$ cat src/rtl/fixp_pkg.sv
// Shared fixed-point definitions for the arithmetic library:
// Q16.16 defaults, the Q16.16 data type, the unit constant and the
// encoding of the iterative-unit state machine.
package fixp_pkg;

  localparam int FIXP_WIDTH = 32;
  localparam int FIXP_FRAC  = 16;

  typedef logic [FIXP_WIDTH-1:0] q16_16_t;

  localparam q16_16_t FIXP_ONE = 32'h00010000;

  typedef enum logic [1:0] {
    ST_IDLE = 2'd0,
    ST_CALC = 2'd1,
    ST_DONE = 2'd2
  } fixp_state_t;

endpackage

$ cat src/rtl/fixp_sat_round.sv
// Combinational result stage for fixed-point multipliers: takes the
// 2*WIDTH-bit full product, drops FRAC fractional bits and saturates to
// WIDTH bits.
// Build option: define FIXP_SQUARE_ROUND_EN to round to nearest (half up)
// instead of truncating.
module fixp_sat_round
  import fixp_pkg::*;
#(
  parameter int WIDTH = FIXP_WIDTH,
  parameter int FRAC  = FIXP_FRAC
) (
  input  logic [2*WIDTH-1:0] i_full,
  output logic [WIDTH-1:0]   o_result,
  output logic               o_overflow
);

  // Quotient width after the shift, including the extra carry bit.
  localparam int QW = 2*WIDTH + 1 - FRAC;

  logic [2*WIDTH:0] w_sum;
  logic [QW-1:0]    w_q;

  // Optional half-LSB bias, then drop the fraction and saturate.
  always_comb begin
`ifdef FIXP_SQUARE_ROUND_EN
    // One extra bit of headroom so the rounding carry is never lost.
    w_sum = {1'b0, i_full} + ((2*WIDTH+1)'(1) << (FRAC-1));
`else
    w_sum = {1'b0, i_full};
`endif
    w_q        = w_sum[2*WIDTH:FRAC];
    o_overflow = |w_q[QW-1:WIDTH];
    o_result   = o_overflow ? {WIDTH{1'b1}} : w_q[WIDTH-1:0];
  end

endmodule

$ cat src/rtl/fixp_square_iter.sv
// Iterative unsigned Q16.16 squarer: one shift-add step per clock, WIDTH
// steps per operation, valid/ready on both sides, one operation in flight.
// Build option: FIXP_SQUARE_ROUND_EN (handled in fixp_sat_round) selects
// round-to-nearest instead of truncation.
module fixp_square_iter
  import fixp_pkg::*;
#(
  parameter int WIDTH = FIXP_WIDTH,
  parameter int FRAC  = FIXP_FRAC
) (
  input  logic             clk,
  input  logic             rst_n,
  input  logic             in_valid,
  output logic             in_ready,
  input  logic [WIDTH-1:0] squarer,
  output logic             out_valid,
  input  logic             out_ready,
  output logic [WIDTH-1:0] squared,
  output logic             overflow
);

  localparam int CW = $clog2(WIDTH);
  localparam logic [CW-1:0] CNT_LAST = CW'(WIDTH - 1);

  fixp_state_t        r_state;
  logic [2*WIDTH-1:0] r_mcand;
  logic [WIDTH-1:0]   r_mplier;
  logic [2*WIDTH-1:0] r_acc;
  logic [CW-1:0]      r_cnt;
  logic               r_in_ready;
  logic               r_out_valid;
  logic [WIDTH-1:0]   r_squared;
  logic               r_overflow;

  logic [2*WIDTH-1:0] w_acc_next;
  logic [WIDTH-1:0]   w_sat_result;
  logic               w_sat_overflow;

  // Accumulator after the current step; on the last step this is the full product.
  always_comb begin
    w_acc_next = r_mplier[0] ? (r_acc + r_mcand) : r_acc;
  end

  fixp_sat_round #(
    .WIDTH (WIDTH),
    .FRAC  (FRAC)
  ) u_sat_round (
    .i_full     (w_acc_next),
    .o_result   (w_sat_result),
    .o_overflow (w_sat_overflow)
  );

  // Control FSM and shift-add datapath with registered handshake outputs.
  always_ff @(posedge clk) begin
    // NOTE: reset is synchronous, so it lives inside the clocked branch;
    // the datapath registers are cleared too so an aborted operation leaves
    // no stale partial product behind.
    if (!rst_n) begin
      r_state     <= ST_IDLE;
      r_mcand     <= '0;
      r_mplier    <= '0;
      r_acc       <= '0;
      r_cnt       <= '0;
      r_in_ready  <= 1'b1;
      r_out_valid <= 1'b0;
      r_squared   <= '0;
      r_overflow  <= 1'b0;
    end else begin
      // NOTE: non-blocking assignments throughout, so every register here
      // sees the values from before this edge regardless of statement order.
      case (r_state)
        ST_IDLE: begin
          if (in_valid && r_in_ready) begin
            r_mcand    <= {{WIDTH{1'b0}}, squarer};
            r_mplier   <= squarer;
            r_acc      <= '0;
            r_cnt      <= '0;
            r_in_ready <= 1'b0;
            r_state    <= ST_CALC;
          end
        end
        ST_CALC: begin
          r_acc    <= w_acc_next;
          r_mcand  <= r_mcand << 1;
          r_mplier <= r_mplier >> 1;
          r_cnt    <= r_cnt + CW'(1);
          if (r_cnt == CNT_LAST) begin
            r_squared   <= w_sat_result;
            r_overflow  <= w_sat_overflow;
            r_out_valid <= 1'b1;
            r_state     <= ST_DONE;
          end
        end
        ST_DONE: begin
          if (out_ready) begin
            r_out_valid <= 1'b0;
            r_in_ready  <= 1'b1;
            r_state     <= ST_IDLE;
          end
        end
        default: begin
          r_state     <= ST_IDLE;
          r_in_ready  <= 1'b1;
          r_out_valid <= 1'b0;
        end
      endcase
    end
  end

  assign in_ready  = r_in_ready;
  assign out_valid = r_out_valid;
  assign squared   = r_squared;
  assign overflow  = r_overflow;

endmodule

$ cat config.mk
export PLATFORM = sky130hd
export DESIGN_NAME = fixp_square_iter
export DESIGN_NICKNAME = d
export VERILOG_FILES = /design/src/rtl/fixp_pkg.sv /design/src/rtl/fixp_sat_round.sv /design/src/rtl/fixp_square_iter.sv
export SDC_FILE = /design/constraint.sdc
export NUM_CORES = 1
export LEC_CHECK = 0
export CAP_MARGIN = 30
export CORE_MARGIN = 2
export CORE_UTILIZATION = 55
export DETAILED_ROUTE_END_ITERATION = 10
export HOLD_SLACK_MARGIN = 0.05
export PLACE_DENSITY = 0.8
export RECOVER_POWER = 50
export SYNTH_ARGS = -nofsm -noshare
export SYNTH_HDL_FRONTEND = slang
export SYNTH_HIERARCHICAL = 1
export SYNTH_SLANG_ARGS = --single-unit
export TNS_END_PERCENT = 50
$ cat constraint.sdc
create_clock -name clk -period 3.71 [get_ports clk]
set_input_delay 0.9275 -clock clk [delete_from_list [all_inputs] [get_ports clk]]
set_output_delay 0.9275 -clock clk [all_outputs]
set_load 0.1 [all_outputs]
==> results of run 1 <==
-- final cells by class --
class                      count  share of cell area
timing repair buffer         360               0.183
sequential                   202               0.248
tap                          285              0.0219
clock buffer                  35              0.0399
multi-input combinational   1137               0.500
clock inverter                 6             0.00276
inverter                      19             0.00438
-- registers in the layout (all words and copies together), names as in the netlist --
name	cells
r_mcand	64
squared	32
r_state	2
r_acc	64
overflow	1
in_ready	1
r_cnt	5
out_valid	1
r_mplier	32
-- cells by family after synthesis --
kind of cell / share of synthesized area
compound gates: 0.277
xor+xnor: 0.0401
fa+ha+maj: 0.0670
flops: 0.325
simple gates: 0.197
buf+inv: 0.0386
mux: 0.0553
-- worst max-delay path, cell delays in order (launching register included) --
cell and delay [ns]:
dfxtp_1 0.33, ha_1 0.36, a21oi_1 0.27, o21bai_1 0.15, a21oi_1 0.31, o21ai_0 0.12
a21oi_1 0.21, buf_4 0.16, o221a_2 0.24, a2111oi_4 0.09, or3_1 0.38, a31o_1 0.25
nor4_2 0.21, nand4_2 0.14, buf_6 0.17, buf_12 0.14, or2_1 0.24, nand2_1 0.10
a21boi_2 0.06
-- worst min-delay path by stage --
stage | start | end
after floorplan | r_acc[52]$_SDFFE_PN0P_ | r_acc[52]$_SDFFE_PN0P_
after global placement | squared[22]$_SDFFE_PN0P_ | squared[22]$_SDFFE_PN0P_
after detailed placement | squared[6]$_SDFFE_PN0P_ | squared[6]$_SDFFE_PN0P_
after CTS | squared[6]$_SDFFE_PN0P_ | squared[6]$_SDFFE_PN0P_
after global routing | squared[26]$_SDFFE_PN0P_ | squared[26]$_SDFFE_PN0P_
final | squared[23]$_SDFFE_PN0P_ | squared[23]$_SDFFE_PN0P_
-- power by group --
group / internal, mW / leakage [nW] / total [mW] / switching, mW
combinational: 0.292 / 4.96 / 0.669 / 0.377
sequential: 2.24 / 1.64 / 2.29 / 0.0566
clock: 1.21 / 0.345 / 2.15 / 0.936
total: 3.74 / 6.95 / 5.11 / 1.37
-- through the flow --
| step | utilization | std cells | setup slack (ns) |
|---|---|---|---|
| after floorplan | - | 1460 | 0.00646 |
| after global placement | 0.677 | 1982 | -0.389 |
| after detailed placement | 0.679 | 1984 | -0.377 |
| after CTS | 0.718 | 2038 | -0.425 |
| after global routing | 0.727 | 2044 | -0.481 |
| final | 0.727 | 2044 | -0.338 |
-- layout by cell type (no fill, tap or decap), types with 40 or more instances in the layout --
master / instances
a21o_1: 40
mux2_2: 58
buf_4: 269
ha_1: 62
a222oi_1: 46
nor2_1: 69
a21oi_1: 87
nor2b_1: 118
nand2_1: 157
o21ai_0: 53
a22oi_1: 72
clkdlybuf4s50_1: 67
dfxtp_1: 199
-- repair_timing --
action                                  4_1_cts  5_1_grt
pin swaps                                    11       30
setup buffers                                12        6
endpoints found under the setup margin       33       34
gates cloned                                  1        2
gates resized for setup                      43       39
hold buffers                                  0        0
-- metal layers --
layer	wire length [microns]	vias to the layer above	global-route usage	part of all wire
met5	0	-	0	0
met4	1800	0	0.151	0.047
met3	1970	134	0.0392	0.052
met2	18500	422	0.536	0.48
met1	15900	6091	0.370	0.42
li1	-	5966	-	-
==> metrics.md, run 1 <==
| Metric | Value |
|---|---|
| RR Endpoint | `squared[19]$_SDFFE_PN0P_` |
| Iter 0 DRT Violations | `1164` |
| P&R area growth vs syn | `31.0%` |
| Num CTS Buffers | `23` |
| Post-synth top cells | `202 x dfxtp_1, 158 x nand2_1, 118 x nor2b_1` |
| R2R depth | `18` |
| Least-Margin Pin Slew | `1.68 ns` |
| Antenna violations before repair | `0` |
| TritonCTS clock tree | `yes` |
| Final Hold Violating Endpoints | `0` |
| Total gr overflow | `0` |
| Origin of the worst setup path | `r_mcand[21]$_SDFFE_PN0P_` |
| Hold crit path type | `reg2reg` |
| Worst r2r src | `r_mcand[21]$_SDFFE_PN0P_` |
| Clk sinks | `202` |
| Yosys warns | `6` |
| Core ar. | `22400 sq um` |
| Largest net degree at the start of global routing | `139` |
| Overall power | `5.11 mW` |
| Area of the multi-input gates | `8140 sq um` |
| Final min period | `4.05 ns` |
| First-pass GRT wire length | `60400 microns` |
| Critical Path Start Type | `flop` |
| Failing checks | `capacitance limit, slew limit, setup timing` |
| Most frequent cell after synthesis | `dfxtp_1` |
| Post-route cell area | `16300 sq um` |
| DIE AREA | `23800 sq um` |
| DR pass1 iterations | `8` |
| Worst setup margin | `-0.338 ns` |
| Setup TNS | `-9.14 ns` |
| Die Ht | `154 microns` |
| Total Routing Usage GR | `0.306` |
| Die Span X | `154 microns` |
| Antenna Cells | `0` |
| Arr. time, crit path | `4.47 ns` |
| Max_cap viols | `2` |
| Outcome | `finished, violations left` |
| Post-DP Area | `15200 sq um` |
| Flop2flop setup slack | `-0.34 ns` |
| Synth top area share | `0.325` |
| Global placer's final weighted congestion | `0.963` |
| Post-synth EDFFs | `0` |
| Final ANT Viol Nets | `0` |
| Largest area contributor in the netlist | `dfxtp_1` |
| Leak | `6.95 nW` |
| Ys async rst share | `0` |
| Synth Flop Type | `dfxtp_1` |
| Via density per instance | `6.17` |
| Mapped Area | `12400 sq um` |
| Skew final | `0.00972 ns` |
| Register Area | `4050 sq um` |
| Hold depth | `2` |
| Post-synth cell types | `81` |
| IO buf count | `70` |
| Root Driver | `clkbuf_16` |
| # nets final | `1845` |
| Final Cycle Share | `1.09` |
| Synthesized area per cell | `8.52 sq um` |
| Max FO, Critical Path | `5` |
| DR WL/cell | `18.7 microns` |
| Post-route DRC | `0` |
| Seq/Total Area, Yosys | `0.325` |
| WS Path Type | `reg2reg` |
| Worst-case clock buffer depth | `3` |
| Post-Syn Instances | `1460` |
| Routed wire length | `38200 microns` |
| Share of layout cells above drive strength 1 | `0.250` |
| Maximum vdd drop | `0.372 mV` |
| Crit path required time | `4.13 ns` |
| Final Max Tran Viols | `78` |
| Ports | `71` |
| Clock Latency Late Sink | `0.54 ns` |
| PwrDens | `314 nW/um^2` |
| Number of global-route vias before repair | `12420` |
| Starting density of the core | `0.555` |
| Crit end category | `flop` |
| Yosys reg bits | `202` |
| Ranking of synthesized cells by area | `dfxtp_1 32%, ha_1 6.5%, nor2b_1 5.9%` |
| Final setup fails | `34` |
| Fin Hold WS | `0.451 ns` |
| Unrepaired setup endpoints after global routing | `true` |
| Row Count | `55` |
| Via count | `12613` |
| DP HPWL | `26700 microns` |
| Clk pin slew, worst setup/hold paths | `0.06 ns` |
| Rel. slew slack | `-0.120` |
| Filler cells | `1682` |
| FMAX | `247 MHz` |
| Syn_nets | `1562` |
| H-tree lvl count | `1` |
| Capture point of the worst path | `squared[19]$_SDFFE_PN0P_` |
No activity file was read; power rests on OpenSTA's default activity.
==> run 2: changes to the inputs <==
--- a/config.mk
+++ b/config.mk
@@ -6,11 +6,11 @@
 export NUM_CORES = 1
 export LEC_CHECK = 0
 export CAP_MARGIN = 30
-export CORE_MARGIN = 2
+export CORE_MARGIN = 4
 export CORE_UTILIZATION = 55
 export DETAILED_ROUTE_END_ITERATION = 10
 export HOLD_SLACK_MARGIN = 0.05
-export PLACE_DENSITY = 0.8
+export PLACE_DENSITY = 0.79
 export RECOVER_POWER = 50
 export SYNTH_ARGS = -nofsm -noshare
 export SYNTH_HDL_FRONTEND = slang
==> run 2 against run 1 <==
Effect of this change: highest routed layer unchanged; the flow still finishes with violations (capacitance limit, slew limit, setup timing); flip-flop and latch count is the same; worst setup slack lost 0.19 ns; hold slack lost 0.0016 ns; die area grew 5.2%.
==> metrics.md, run 2 (synthesis gave the netlist of run 1 again) <==
| Metric | Value |
|---|---|
| Outcome | `finished, violations left` |
| Failing checks | `capacitance limit, slew limit, setup timing` |
| Setup TNS | `-14.69 ns (-5.55 ns)` |
| Leak | `7.09 nW (+2.1%)` |
| Via density per instance | `6.16 (-0.22%)` |
| Final Max Tran Viols | `78 (unchanged)` |
| Crit path required time | `4.11 ns (-0.02 ns)` |
| Core ar. | `22000 sq um (-1.8%)` |
| TritonCTS clock tree | `yes` |
| Num CTS Buffers | `23 (unchanged)` |
| Row Count | `54 (-1.8%)` |
| Worst-case clock buffer depth | `3 (unchanged)` |
| Critical Path Start Type | `flop` |
| Post-DP Area | `15300 sq um (+0.71%)` |
| Final setup fails | `33 (-2.9%)` |
| Global placer's final weighted congestion | `1.01 (+4.8%)` |
| First-pass GRT wire length | `62500 microns (+3.5%)` |
| Total gr overflow | `0 (unchanged)` |
| PwrDens | `313 nW/um^2 (-0.26%)` |
| IO buf count | `70 (unchanged)` |
| Most common cell after layout, fill and taps aside | `buf_4` |
| Die Span X | `158 microns (+2.6%)` |
| Worst r2r src | `r_mcand[33]$_SDFFE_PN0P_` |
| Origin of the worst setup path | `r_mcand[33]$_SDFFE_PN0P_` |
| Maximum vdd drop | `0.411 mV (+10%)` |
| Final Hold Violating Endpoints | `0 (unchanged)` |
| Clock Latency Late Sink | `0.53 ns (about the same)` |
| Max_cap viols | `1 (-1)` |
| Post-route DRC | `0 (unchanged)` |
| Final ANT Viol Nets | `0 (unchanged)` |
| Arr. time, crit path | `4.63 ns (+0.16 ns)` |
| DP HPWL | `27400 microns (+2.9%)` |
| Root Driver | `clkbuf_16` |
| Post-route cell area | `16600 sq um (+2.0%)` |
| DR WL/cell | `19.0 microns (+1.9%)` |
| Final min period | `4.24 ns (+0.188 ns)` |
| Biggest registers after layout | `r_acc: 64 flops, r_mcand: 64 flops` |
| # nets final | `1867 (+1.2%)` |
| Share of layout cells above drive strength 1 | `0.270 (+0.0207)` |
| Area of the multi-input gates | `8300 sq um (+1.9%)` |
| Clk sinks | `202 (unchanged)` |
| Antenna violations before repair | `0 (unchanged)` |
| Crit end category | `flop` |
| DIE AREA | `25100 sq um (+5.2%)` |
| Hold crit path type | `reg2reg` |
| Starting density of the core | `0.565 (+0.0103)` |
| Least-Margin Pin Slew | `1.68 ns (+0.00158 ns)` |
| Die Ht | `158 microns (+2.6%)` |
| FMAX | `236 MHz (-4.4%)` |
| Iter 0 DRT Violations | `1210 (+4.0%)` |
| Number of global-route vias before repair | `12484 (+0.52%)` |
| DR pass1 iterations | `7 (-1)` |
| Unrepaired setup endpoints after global routing | `true` |
| Ports | `71 (unchanged)` |
| Routed wire length | `39200 microns (+2.7%)` |
| Rel. slew slack | `-0.121 (-0.00106)` |
| WS Path Type | `reg2reg` |
| Largest net degree at the start of global routing | `107 (-23%)` |
| Clk pin slew, worst setup/hold paths | `0.06 ns (about the same)` |
| P&R area growth vs syn | `33.6%` |
| Hold_sp | `squared[29]$_SDFFE_PN0P_` |
| Via count | `12684 (+0.56%)` |
| Worst setup margin | `-0.526 ns (-0.188 ns)` |
| Most frequent cells in the layout | `298 x buf_4, 198 x dfxtp_1, 157 x nand2_1` |
| H-tree lvl count | `1 (unchanged)` |
| Antenna Cells | `0 (unchanged)` |
| Max FO, Critical Path | `8 (+3)` |
| Skew final | `0.0170 ns (+0.00732 ns)` |
| Total Routing Usage GR | `0.302 (-0.00342)` |
| Filler cells | `1596 (-5.1%)` |
| Register Area | `4050 sq um (about the same)` |
| Final Cycle Share | `1.14 (+0.0507)` |
run 2: path summary, 6_finish.rpt:
kind	end	slack (ns)	cells after the start
hold / removal	squared[29]$_SDFFE_PN0P_	0.45	2
setup reg to reg	squared[20]$_SDFFE_PN0P_	-0.53	18
hold reg to reg	squared[29]$_SDFFE_PN0P_	0.45	2
setup / recovery	squared[20]$_SDFFE_PN0P_	-0.53	18
run 2: cell type report:
type | count | area share
tap | 280 | 0.0211
clock inverter | 7 | 0.00602
multi-input combinational | 1137 | 0.499
inverter | 19 | 0.00429
sequential | 202 | 0.244
clock buffer | 33 | 0.0369
timing repair buffer | 382 | 0.189
run 2: power breakdown:
part	total (mW)	leakage, nW	switching [mW]	internal, mW
combinational	0.685	5.10	0.382	0.303
sequential	2.29	1.64	0.0563	2.24
clock	2.22	0.349	0.928	1.29
total	5.20	7.09	1.37	3.83
run 2: metal layers:
layer	share of wire	track usage
met5	0	0
met2	0.49	0.520
met4	0.038	0.117
met3	0.055	0.0410
met1	0.42	0.385
run 2: metrics by stage:
step / instances / utilization / worst slack, ns / hold WS (ns) / power, mW
after detailed placement: 1997 / 0.696 / -0.493 / 0.455 / 3.00
after CTS: 2052 / 0.749 / -0.337 / 0.456 / 5.22
after floorplan: 1460 / - / 0.00646 / 0.451 / 2.72
after global placement: 1996 / 0.696 / -0.415 / 0.451 / 2.99
after global routing: 2060 / 0.755 / -0.625 / 0.487 / 5.37
final: 2060 / 0.755 / -0.526 / 0.449 / 5.20
run 2: repair_timing:
action / 4_1_cts / 5_1_grt
hold buffers: 0 / 0
gates resized for setup: 49 / 32
setup buffers: 12 / 7
pin swaps: 21 / 12
cloned: 3 / 1
endpoints found under the setup margin: 33 / 33
run 2: worst max-delay path: stages, from the launching register on:
cell and delay [ns]:
dfxtp_1 0.32, ha_1 0.35, nand2_1 0.21, o21ai_0 0.18, a21oi_1 0.24, o31ai_2 0.12, a221o_1 0.37, buf_4 0.15
buf_4 0.13, or4b_1 0.53, nand4_1 0.14, xor2_1 0.13, nor4_4 0.26, nand4_4 0.24, buf_6 0.20, buf_16 0.13
or2_1 0.21, nand2_1 0.06, a21boi_0 0.10
==> run 3: changes to the inputs <==
--- a/config.mk
+++ b/config.mk
@@ -6,6 +6,7 @@
 export NUM_CORES = 1
 export LEC_CHECK = 0
 export CAP_MARGIN = 30
+export CORE_ASPECT_RATIO = 0.7
 export CORE_MARGIN = 4
 export CORE_UTILIZATION = 55
 export DETAILED_ROUTE_END_ITERATION = 10
==> run 3 against run 2 <==
Effect of this change: the flow still finishes with violations (capacitance limit, slew limit, setup timing); sequential power barely moved; utilization shrank 0.54 points; flip-flop and latch count stayed put; via count rose by 0.66%; clock-buffer cell count down 5; global-route usage grew 0.54 points; cell area is 1.0% lower; register-to-register slack better by 0.20 ns; critical path depth is the same; sequential share of layout area rose by 0.24 points; final cell count shrank 0.92%; die area is 0.15% higher; largest cell class unchanged.
==> metrics.md, run 3 (synthesis gave the netlist of run 1 again) <==
| Metric | Value |
|---|---|
| Outcome | `finished, violations left` |
| Failing checks | `capacitance limit, slew limit, setup timing` |
| Final Cycle Share | `1.09 (-0.0540)` |
| Antenna Cells | `0 (unchanged)` |
| Hold buffer count at cts | `0 (unchanged)` |
| Wl on met1 | `18600 microns (+13%)` |
| Inst Count DP | `1988 (-0.45%)` |
| WS Path Type | `reg2reg` |
| # nets final | `1847 (-1.1%)` |
| Least-Margin Pin Slew | `1.85 ns (+0.164 ns)` |
| H-tree lvl count | `1 (unchanged)` |
| Iter 0 DRT Violations | `1316 (+8.8%)` |
| CP Cell Sequence | `ha_1 -> nand2_1 -> nor4_2 -> nand2_1 -> o32ai_2 -> buf_4 -> o21ai_2 -> a2111o_1 -> buf_4 -> a21oi_2 -> mux2i_1 -> nand2_1 -> nor4_4 -> nand4_4 -> buf_12 -> or2_4 -> nand2_1 -> a21boi_1` |
| Ports | `71 (unchanged)` |
| Crit end category | `flop` |
| Final min period | `4.04 ns (-0.200 ns)` |
| Met2 Wirelength | `17000 microns (-11%)` |
| CP dominant cell by count | `nand2_1` |
| Number of global-route vias before repair | `12164 (-2.6%)` |
| Final setup fails | `34 (+3.0%)` |
| DP HPWL | `28600 microns (+4.4%)` |
| P&R area growth vs syn | `32.2%` |
| Die Span X | `188 microns (+19%)` |
| Post-DP Area | `15300 sq um (-0.31%)` |
| Antenna violations before repair | `0 (unchanged)` |
| Final Max Tran Viols | `51 (-35%)` |
| TritonCTS clock tree | `yes` |
| Final Hold Violating Endpoints | `0 (unchanged)` |
| DR pass1 iterations | `10 (+3)` |
| Finished Core Util | `0.749 (-0.00537)` |
| Core ar. | `22000 sq um (-0.31%)` |
| Total gr overflow | `0 (unchanged)` |
| Post-route cell area | `16500 sq um (-1.0%)` |
| Clk pin slew, worst setup/hold paths | `0.07 ns (about the same)` |
| First-pass GRT wire length | `64500 microns (+3.3%)` |
| PwrDens | `312 nW/um^2 (-0.31%)` |
| DR WL/cell | `19.9 microns (+4.5%)` |
| Max_cap viols | `1 (unchanged)` |
| Buf/Inv on CP | `3 (-1)` |
| FMAX | `248 MHz (+5.0%)` |
| Post-route DRC | `0 (unchanged)` |
| Family with the most delay on the worst path | `simple AND/OR/NAND/NOR gates` |
| Via count | `12768 (+0.66%)` |
| Largest net degree at the start of global routing | `107 (unchanged)` |
| Hold depth | `2 (unchanged)` |
| Non-filler cells, final | `2041 (-0.92%)` |
| Total Routing Usage GR | `0.308 (+0.00537)` |
| Dpl ws | `-0.453 ns (+0.0404 ns)` |
| Root Driver | `clkbuf_16` |
| WL met3 | `4180 microns (+94%)` |
| Unrepaired setup endpoints after global routing | `true` |
| Critical Path Start Type | `flop` |
| Skew final | `0.0148 ns (-0.00228 ns)` |
| Slowest cell delay on critical path | `0.49 ns (-0.04 ns)` |
| Worst-case clock buffer depth | `3 (unchanged)` |
| DIE AREA | `25100 sq um (+0.15%)` |
| IO buf count | `70 (unchanged)` |
| Share of layout cells above drive strength 1 | `0.264 (-0.00587)` |
| Worst path depth | `18 (unchanged)` |
| Arr. time, crit path | `4.44 ns (-0.19 ns)` |
| Max FO, Critical Path | `17 (+9)` |
| Leak | `7.01 nW (-1.2%)` |
| R2R depth | `18 (unchanged)` |
| Biggest registers after layout | `r_acc: 64 flops, r_mcand: 64 flops` |
| Maximum vdd drop | `0.337 mV (-18%)` |
| Row Count | `45 (-17%)` |
| Via density per instance | `6.26 (+1.6%)` |
| Final ANT Viol Nets | `0 (unchanged)` |
| Global placer's final weighted congestion | `0.994 (-1.5%)` |
| Routed wire length | `40600 microns (+3.5%)` |
| Crit-path slowest cell | `a2111o_1` |
| Top Layer Used | `met4` |
| Most common cell after layout, fill and taps aside | `buf_4` |
| Overall power | `5.13 mW (-1.3%)` |
| Die Ht | `134 microns (-16%)` |
| Rel. slew slack | `-0.231 (-0.109)` |
| Worst setup margin | `-0.326 ns (+0.200 ns)` |
| Num CTS Buffers | `21 (-8.7%)` |
| Clock Latency Late Sink | `0.52 ns (about the same)` |
| Most frequent cells in the layout | `278 x buf_4, 199 x dfxtp_1, 155 x nand2_1` |
| Starting density of the core | `0.567 (+0.00174)` |
| Clk sinks | `202 (unchanged)` |
| Crit path required time | `4.11 ns (about the same)` |
| Hold crit path type | `reg2reg` |
-- run 3: cell types whose count changed in the layout (fill, tap and decap cells not counted), moves of 4 or more --
cell	change
a21boi_0	-24
buf_4	-20
a21boi_1	+17
a21boi_2	+7
clkbuf_1	-7
or2_4	+5
a21oi_1	+4
a21oi_2	-4
buf_6	+4
-- run 3: layout make-up --
type / instances / area (sq um)
multi-input combinational: 1137 / 8280
timing repair buffer: 364 / 3030
clock inverter: 9 / 106
clock buffer: 28 / 572
inverter: 19 / 71.3
tap: 282 / 353
fill: 1537 / 5510
sequential: 202 / 4050
-- run 3: layer usage --
layer	track usage	vias up
li1	-	5982
met1	0.462	6083
met2	0.444	618
met3	0.0760	85
met4	0.0713	0
met5	0	-
-- run 3: repair_timing --
action	CTS	global route
resized for setup	62	45
gates cloned	1	0
setup buffers	15	2
endpoints found under the setup margin	33	34
pin swaps	22	26
-- run 3: tightest hold or removal path, cell delays in order (launching register included) --
cell and delay (ns):
dfxtp_1 0.31, nand2_1 0.05, a21boi_1 0.05
-- run 3: power breakdown --
| part | switching [mW] | internal (mW) | total [mW] |
|---|---|---|---|
| clock | 0.918 | 1.23 | 2.15 |
| combinational | 0.384 | 0.308 | 0.692 |
| sequential | 0.0536 | 2.23 | 2.29 |
-- run 3: worst paths after layout --
check,startpoint,to,slack [ns]
setup / recovery,r_mcand[15]$_SDFFE_PN0P_,squared[5]$_SDFFE_PN0P_,-0.33
hold / removal,squared[26]$_SDFFE_PN0P_,squared[26]$_SDFFE_PN0P_,0.45
setup reg to reg,r_mcand[15]$_SDFFE_PN0P_,squared[5]$_SDFFE_PN0P_,-0.33
hold reg to reg,squared[26]$_SDFFE_PN0P_,squared[26]$_SDFFE_PN0P_,0.45
-- run 3: through the flow --
step                setup TNS (ns)  hold WS [ns]
floorplan                        0         0.451
global placement            -11.29         0.451
detailed placement          -12.77         0.456
CTS                         -11.72         0.464
global route                -14.37         0.484
finish                       -9.31         0.451
